### src/rtl/beat_sequencer.sv
// Beat index generator for the tone lookup: play/pause/stop control,
// tempo-selectable beat rate and optional looping over the song length.
module beat_sequencer #(
    parameter int CLK_HZ   = 100_000_000,
    parameter int BEAT_HZ  = 8,
    parameter int SONG_LEN = 64
) (
    input  logic        clk,
    input  logic        rst,
    input  logic        play_pause,
    input  logic        stop,
    input  logic        loop_en,
    input  logic [1:0]  tempo_sel,
    output logic [11:0] ibeatNum,
    output logic        en,
    output logic        beat_tick,
    output logic        done,
    output logic [1:0]  state
);

    localparam int DIV = CLK_HZ / BEAT_HZ;
    localparam int PW  = (DIV < 1) ? 1 : $clog2(2 * DIV);
    localparam int D0  = (2 * DIV < 1) ? 1 : 2 * DIV;
    localparam int D1  = (DIV < 1) ? 1 : DIV;
    localparam int D2  = (DIV / 2 < 1) ? 1 : DIV / 2;
    localparam int D3  = (DIV / 4 < 1) ? 1 : DIV / 4;

    // The divisor is held as its terminal count (divisor-1) so it fits PW bits.
    localparam logic [PW-1:0] L0 = PW'(D0 - 1);
    localparam logic [PW-1:0] L1 = PW'(D1 - 1);
    localparam logic [PW-1:0] L2 = PW'(D2 - 1);
    localparam logic [PW-1:0] L3 = PW'(D3 - 1);
    localparam logic [11:0]   LAST = 12'(SONG_LEN - 1);

    typedef enum logic [1:0] {
        S_IDLE  = 2'd0,
        S_PLAY  = 2'd1,
        S_PAUSE = 2'd2
    } state_e;

    state_e        state_q, state_d;
    logic [11:0]   beat_q, beat_d;
    logic [PW-1:0] pre_q, pre_d;
    logic [PW-1:0] lim_q, lim_d;
    logic          en_q, en_d;
    logic          tick_q, tick_d;
    logic          done_q, done_d;

    logic [PW-1:0] lim_sel;
    logic          adv;
    logic          at_end;

    always_comb begin
        lim_sel = L1;
        unique case (tempo_sel)
            2'd0: lim_sel = L0;
            2'd1: lim_sel = L1;
            2'd2: lim_sel = L2;
            2'd3: lim_sel = L3;
        endcase
    end

    // Control pulses win over a coincident beat advance.
    assign adv    = (state_q == S_PLAY) && !stop && !play_pause
                    && (pre_q == lim_q);
    assign at_end = (beat_q == LAST);

    always_ff @(posedge clk or negedge rst) begin
        if (!rst) begin
            state_q <= S_IDLE;
            beat_q  <= '0;
            pre_q   <= '0;
            lim_q   <= L1;
            en_q    <= 1'b0;
            tick_q  <= 1'b0;
            done_q  <= 1'b0;
        end else begin
            state_q <= state_d;
            beat_q  <= beat_d;
            pre_q   <= pre_d;
            lim_q   <= lim_d;
            en_q    <= en_d;
            tick_q  <= tick_d;
            done_q  <= done_d;
        end
    end

    always_comb begin
        state_d = state_q;
        unique case (state_q)
            S_IDLE: begin
                if (play_pause && !stop) state_d = S_PLAY;
            end
            S_PLAY: begin
                if (stop)                          state_d = S_IDLE;
                else if (play_pause)               state_d = S_PAUSE;
                else if (adv && at_end && !loop_en) state_d = S_IDLE;
            end
            S_PAUSE: begin
                if (stop)            state_d = S_IDLE;
                else if (play_pause) state_d = S_PLAY;
            end
            default: state_d = S_IDLE;
        endcase
    end

    always_comb begin
        beat_d = beat_q;
        pre_d  = pre_q;
        lim_d  = lim_q;
        tick_d = 1'b0;
        done_d = 1'b0;
        en_d   = (state_d == S_PLAY);
        if (state_q == S_IDLE && state_d == S_PLAY) begin
            pre_d  = '0;
            beat_d = '0;
            lim_d  = lim_sel;
        end else if (stop && state_q != S_IDLE) begin
            pre_d  = '0;
            beat_d = '0;
        end else if (adv) begin
            pre_d  = '0;
            lim_d  = lim_sel;
            tick_d = 1'b1;
            if (at_end) begin
                beat_d = '0;
                done_d = !loop_en;
            end else begin
                beat_d = beat_q + 12'd1;
            end
        end else if (state_q == S_PLAY && !play_pause) begin
            pre_d = pre_q + 1'b1;
        end
    end

    assign ibeatNum  = beat_q;
    assign en        = en_q;
    assign beat_tick = tick_q;
    assign done      = done_q;
    assign state     = state_q;

endmodule

### config.mk
export PLATFORM = sky130hd
export DESIGN_NAME = beat_sequencer
export DESIGN_NICKNAME = d
export VERILOG_FILES = /design/src/rtl/beat_sequencer.sv
export SDC_FILE = /design/constraint.sdc
export NUM_CORES = 1
export LEC_CHECK = 0
export CAP_MARGIN = 20
export CORE_MARGIN = 5
export CORE_UTILIZATION = 62
export CTS_BUF_LIST = sky130_fd_sc_hd__clkbuf_16
export DETAILED_ROUTE_END_ITERATION = 12
export GPL_TIMING_DRIVEN = 0
export PLACE_DENSITY = 0.85
export SLEW_MARGIN = 20
export SYNTH_ARGS = -nofsm -noshare
export SYNTH_HDL_FRONTEND = slang
export SYNTH_SLANG_ARGS = --single-unit
### constraint.sdc
create_clock -name clk -period 3.8 [get_ports clk]
set_clock_uncertainty 0.2 [all_clocks]
set_input_delay 0.57 -clock clk [delete_from_list [all_inputs] [get_ports clk]]
set_output_delay 0.57 -clock clk [all_outputs]
set_load 0.02 [all_outputs]
* Word level (Yosys, flattened, before mapping)
Index checks and enable logic that the tools add are counted.
** Operators by class
- Bitwise gates (word level) :: 0
- Add/sub/neg operators :: 2
- Multipliers :: 0
- Shift operators :: 0
- Mux-type cells :: 26
- Order comparisons :: 0
- Reduce and logical (&&, ||, !) cells :: 19
- Equality and inequality tests :: 9
- Divide/modulo/power cells :: 0
** Operators by type and width (number)
- $mux 25 :: 7
- $pmux 25 s4 :: 1
- $mux 12 :: 4
- $add 25x1->25 const B :: 1
- $eq 25x25->1 :: 1
- $add 12x1->12 const B :: 1
- $eq 12x6->1 const B :: 1
- $mux 2 :: 6
- $logic_and 1x1->1 :: 9
- $mux 1 :: 7
- $eq 2x1->1 const B :: 3
- $eq 2x2->1 const B :: 3
- $pmux 2 s3 :: 1
- $logic_not 2->1 :: 2
- $reduce_bool 2->1 :: 2
- $reduce_bool 4->1 :: 1
- $logic_not 1->1 :: 3
- $reduce_bool 3->1 :: 1
- $ne 2x2->1 const B :: 1
- $reduce_and 2->1 :: 1
** Word-level totals
- Word-level logic and storage cells :: 63
- Memories :: 0
- Output and inout port bits :: 17
- Memory bits (writable) :: 0
- Bits in read-only memories :: 0
- Bits in latches :: 0
- Register bits :: 67

* Longest topological paths before layout
- Depth in word-level cells :: 14
- Gate-level depth with buffers :: 8
- Mapped depth without buffers :: 7

* Worst setup path before layout
No wires, ideal clock.
- Kind :: input-to-reg
- From :: in stop
- To :: reg lim_q[9]
- Required time :: 3473 ps
- Cell stages on the path :: 8
- Arrival time :: 2417 ps
- Setup slack :: 1055 ps
- Cells stage by stage :: nor4b_1 o211ai_1 or2_2 or4_1 buf_2 nand2_2 buf_6 mux2_1
** On the way
- Word-level cells in the longest chain between the ends :: 14
- Elaborated cells on any way between the ends :: 20
- Classes of those cells :: eq/ne (2); mux (7); reduce/logical (11)
** RTL lines
- start: declaration :: line 11 : input logic stop,
- $logic_not 1->1 :: line 64, 92
- $logic_and 1x1->1 (2 in a row) :: line 64 : assign adv = (state_q == S_PLAY) && !stop && !play_pause
- $logic_and 1x1->1 :: line 65 : && (pre_q == lim_q);
- $logic_and 1x1->1 (2 in a row) :: line 97 : else if (adv && at_end && !loop_en) state_d = S_IDLE;
- $mux 2 :: line 97
- $mux 2 :: line 96 : else if (play_pause) state_d = S_PAUSE;
- $mux 2 :: line 95 : if (stop) state_d = S_IDLE;
- $pmux 2 s3 :: line 90 : unique case (state_q)
- $eq 2x1->1 :: line 114 : if (state_q == S_IDLE && state_d == S_PLAY) begin
- $logic_and 1x1->1 :: line 114
- $ne 2x2->1 (no line) / $reduce_bool 2->1 (equally long branches)
- $reduce_and 2->1 (no line)
- end signal: assignment :: line 81 : lim_q <= lim_d;
- end: declaration :: line 44 : logic [PW-1:0] lim_q, lim_d;
Parallel ways exist; a longest one is shown, timed or not.
A chain may end at the register's enable or synchronous reset.

* Final worst setup path
Same ends and word-level chain as after synthesis.

==> metrics <==
Total GRT Usage=0.198; n_diodes=0; VDD IR max=~0.3 mV; Critical Path Fanout Max=10; fin crit period=between 3000 and 4000 ps; Die Y=roughly 77 µm; CP peak stage delay=520 ps; core area=0.00432 mm²; commonest non-fill, non-tap cell in the layout=dfrtp_1; GRT overflow=0; final worst path period share=0.893; RSZ-0062 raised after global routing=no; # port buffers=23; Synth Area in Adders=0.00908; fin area=between 0.003 and 0.004 mm²; ANT nets after route=0; Worst setup SP type=primary input; Peak Freq=295 MHz; Cell Area, Synth=about 0.0028 mm²; register area share after synthesis=0.484; Top FF cell, synth=dfrtp_1; CP delay by family, top=simple AND/OR/NAND/NOR gates; syn nets=roughly 280; TNS Setup=0 ps; crit-path cells=clkdlybuf4s50_1 -> nor4b_1 -> o211ai_1 -> or2_2 -> or4_1 -> buf_2 -> nand2_2 -> buf_6 -> mux2_1; Final nets=about 310; TritonCTS clock tree=yes; initial core utilization=0.637; Die Width=76.7 µm; XOR/XNOR Fraction of Synth Area=0.121; maximum clock path buffer count=2; clk sink count=53; largest net degree at the start of global routing=between 50 and 60; proportion of synthesized area in mux cells=0.0500; DRC errors left=0; hold_buf cts=0; Via density=around 5.8; DRT iter0 DRCs=156; Setup CP Type=primary input to flip-flop; largest family of logic cells by synthesized area=simple AND/OR/NAND/NOR gates; most frequent cells in the layout=dfrtp_1, nor2_1, xor2_1, clkdlybuf4s50_1, nand2_1; LEAKAGE=about 1.4 nW; # setup viols final=0; I/O pin cnt=24; number of global-route vias before repair=~2,100; syn avg cell area=10.1 µm²; initial antenna violation count=0; slowest CP cell=clkdlybuf4s50_1; Avg WL per Cell=15.6 µm; Yosys reg bits=53; EDFF count, synth=0; Routability Congestion=0.825; Rows=24; critical path data required time=3770 ps; Simple-Gate Fraction of Synth Area=0.245; layout cell share with drive strength beyond 1=0.105; post-CTS resize count=0; clk_lat worst skew=roughly 290 ps; signal arrival time at the worst endpoint=around 3400 ps; PD cells=370 mW/mm²; post-DP HPWL=approximately 4.0 mm; max-slew headroom at the worst pin=0.421; Post-CTS Setup Inserts=0; CP bufs+invs=3; status=finished clean; Die Area=0.00588 mm²; first-pass GRT wire length=roughly 9.6 mm; Syn Inst Count=~270; Hold WC Path Type=primary input to asynchronous set/reset pin; root buf cell=clkbuf_16; area grow syn2layout=15.7%; clk slew on worst S/H paths=70 ps; Max H-tree Level=2; First-pass DRT Iterations=4; Worst Tran Pin Value=862 ps; synth warn=0; Final Max Slew Viols=0; ys async rst share=1.00; post-synthesis compound-gate area fraction=0.0595; Final Hold Fails=0; Worst Setup End Kind=flip-flop; drt total wl=5.57 mm; max-cap violations=0; fill count=around 320; via count=between 2,000 and 2,500; placed cell areas=just over 0.003 mm²; TritonCTS buffer count=5; Synth cell types=42
Yosys cell counts, drive strengths merged, types with 3 or more instances:
library cell	count	share of area
and2	4	0.0091
o2bb2ai	3	0.0095
nand3	12	0.024
nand3b	3	0.0082
and3	6	0.015
inv	11	0.015
buf	5	0.014
or4	3	0.0082
xnor2	11	0.035
nor2	33	0.045
nor3	8	0.015
nand4	10	0.023
a21oi	10	0.018
nand2	17	0.025
mux2i	7	0.025
or2	5	0.011
dfstp	6	0.057
nand2b	7	0.016
a21o	7	0.019
xor2	27	0.086
mux2	6	0.025
dfrtp	47	0.43
or3	3	0.0068
o21ai	3	0.0054
nor4	5	0.011
metrics by stage:
step	util	power, mW	setup WS (ps)	cells	hold WS (ps)
floorplan	-	0.706	1060	274	74.4
global placement	0.705	0.752	134	349	259
detailed placement	0.705	0.759	100	349	269
CTS	0.737	1.19	372	357	137
global route	0.737	1.24	333	357	160
finish	0.737	1.18	408	357	98.7
path summary, 6_finish.rpt:
path,from,endpoint,slack (ps),cells after the start
min,rst,ibeatNum[5],100,1
min in group clk,lim_q[4],lim_q[4],290,2
max,stop,lim_q[9],410,9
min reg2reg,lim_q[4],lim_q[4],290,2
max reg2reg,pre_q[6],lim_q[9],860,8
max in group asynchronous,rst,ibeatNum[7],2840,1
flip-flops by register name (all words and copies together), names as in the netlist:
name	count
beat_tick	1
done	1
state	2
lim_q	11
pre_q	25
en	1
ibeatNum	12
worst register-to-register path, cell delays in order (launching register included):
cell and delay (ps):
dfrtp_1 410, nor4b_1 410, o211ai_1 210, or2_2 310, or4_1 520, buf_2 180, nand2_2 100, buf_6 170
mux2_1 320
area by class of cell:
type	instances	area, µm²	share of cell area
timing repair buffer	23	228	0.0714
multi-input combinational	203	1340	0.419
clock inverter	3	15.0	0.00471
clock buffer	5	125	0.0392
sequential	53	1330	0.418
buffer	7	45.0	0.0141
inverter	11	41.3	0.0130
tap	52	65.1	0.0204
cells by family after synthesis:
kind of cell,after synthesis
buffers and inverters,18
adders and majority gates,2
and+or+nand+nor,124
xor gates and xnor gates,38
muxes,13
DFF,53
AOI/OAI and AO/OA,26
report_power, final:
group	total, mW	internal [mW]	switching, mW
Sequential	0.630	0.600	0.0297
Combinational	0.118	0.0511	0.0673
Clock	0.431	0.240	0.192
Total	1.18	0.891	0.289
metal layers:
metal,global-route usage,vias to the layer above,share of wire
met5,0,-,0
met4,0.0682,0,0.016
met3,0.0422,9,0.049
met2,0.307,51,0.48
met1,0.276,1006,0.46
li1,-,1000,-
Power figures use the tool's default switching activity.
==> patch, RTL diff (config.mk and constraints unchanged) <==
The parameter `BEAT_HZ` goes from 8 to 16.
--- a/src/rtl/beat_sequencer.sv
+++ b/src/rtl/beat_sequencer.sv
@@ -2,7 +2,7 @@
 // tempo-selectable beat rate and optional looping over the song length.
 module beat_sequencer #(
     parameter int CLK_HZ   = 100_000_000,
-    parameter int BEAT_HZ  = 8,
+    parameter int BEAT_HZ  = 16,
     parameter int SONG_LEN = 64
 ) (
     input  logic        clk,
Behaviour: no difference found for any inputs over 10 cycles, from zero or initial values and one cycle with rst low; that may be too few to reach the edited logic, so the function may still have changed.
==> patch against the original RTL <==
- total power increased by 0.51%
- wire length increased by 12%
- sequential cell count decreased by 1
- worst hold slack got worse by 0.0035 ns
- setup slack improved by 0.41 ns
- synthesized area increased by 5.5%
- cell area increased by 4.9%
- highest routed layer unchanged
==> patch: results (changes against the original RTL) <==
{| class="wikitable"
! Metric !! Value
|-
| Result of the run || complete, no violations
|-
| Overall Power || 1.19 mW (+0.51%)
|-
| Largest cells by area after synthesis || dfrtp_1 40%, xor2_1 6.6%, dfstp_2 5.4%, nor2_1 3.9%, xnor2_1 3.3%
|-
| Worst hold slack after final layout || 0.0953 ns (-0.00345 ns)
|-
| Instance area at placement || 3200 um^2 (+5.1%)
|-
| Crit Reg-Reg Endpoint || lim_q[8]$_DFFE_PN0P_
|-
| Amount of wire on met3 after detailed routing || 236 um (-14%)
|-
| Leak Pwr || 1.37 nW (-2.6%)
|-
| Number of cells traversed by the worst register-to-register path || 7 (-1)
|-
| TAP cells || 54 (+3.8%)
|-
| Wirelength, routed || 6.22 mm (+12%)
|-
| Wire length of the first global-routing pass || 10.9 mm (+13%)
|-
| Non-clock inverter count in the final layout || 21 (+10)
|-
| Synth Net Count || 302 (+6.7%)
|-
| Layout cells sized above 1 || 0.0895 (-0.0154)
|-
| Met3 track demand over resource || 0.0413 (-0.000870)
|-
| Placed cell count || 370 (+6.0%)
|-
| Via count of the first global-routing pass || 2283 (+11%)
|-
| Met2 track demand over resource in global routing || 0.384 (+0.0771)
|-
| Multi-input gate share of total cell area || 0.440 (+0.0214)
|-
| Met2 routed wirelength || 3.13 mm (+18%)
|-
| Flip-flop count of the largest register after layout || 24 (-4.0%)
|-
| Complex-gate fraction of the synthesized area || 0.0904 (+0.0309)
|-
| Cell family contributing the most delay on the critical path || buffers and inverters
|-
| Largest net degree at the start of global routing || 53 (-1.9%)
|-
| Number of sequential storage elements || 52 (-1.9%)
|-
| Top post-synthesis cells by count || 46 x dfrtp_1, 30 x nor2_1, 22 x xor2_1
|-
| Share of the clock period used by the worst path || 0.785 (-0.107)
|-
| Seq/total area || 0.391 (-0.0269)
|}
patch: cell types whose count changed after synthesis, sizes merged, moves of 4 or more:
cell	change
a2111oi	+8
a21o	-7
a21oi	-8
inv	+10
nand3	+4
nor2b	+6
o21ai	+5
o21bai	+6
xor2	-5
patch: cell families (layout without fill, tap and decap cells):
logic type,Yosys count,count (layout)
compound gates,34,34
xor+xnor,33,33
fa+ha+maj,2,2
buf+inv,29,60
flops,52,52
mux,13,13
simple gates,130,130
patch: how the worst max path moves through the flow:
stage	startpoint	endpoint
2_1_floorplan	stop	lim_q[8]$_DFFE_PN0P_
3_3_place_gp	rst	lim_q[15]$_DFFE_PN0P_
3_5_place_dp	play_pause	lim_q[8]$_DFFE_PN0P_
4_1_cts	play_pause	lim_q[8]$_DFFE_PN0P_
5_1_grt	play_pause	lim_q[8]$_DFFE_PN0P_
6_report	play_pause	lim_q[8]$_DFFE_PN0P_
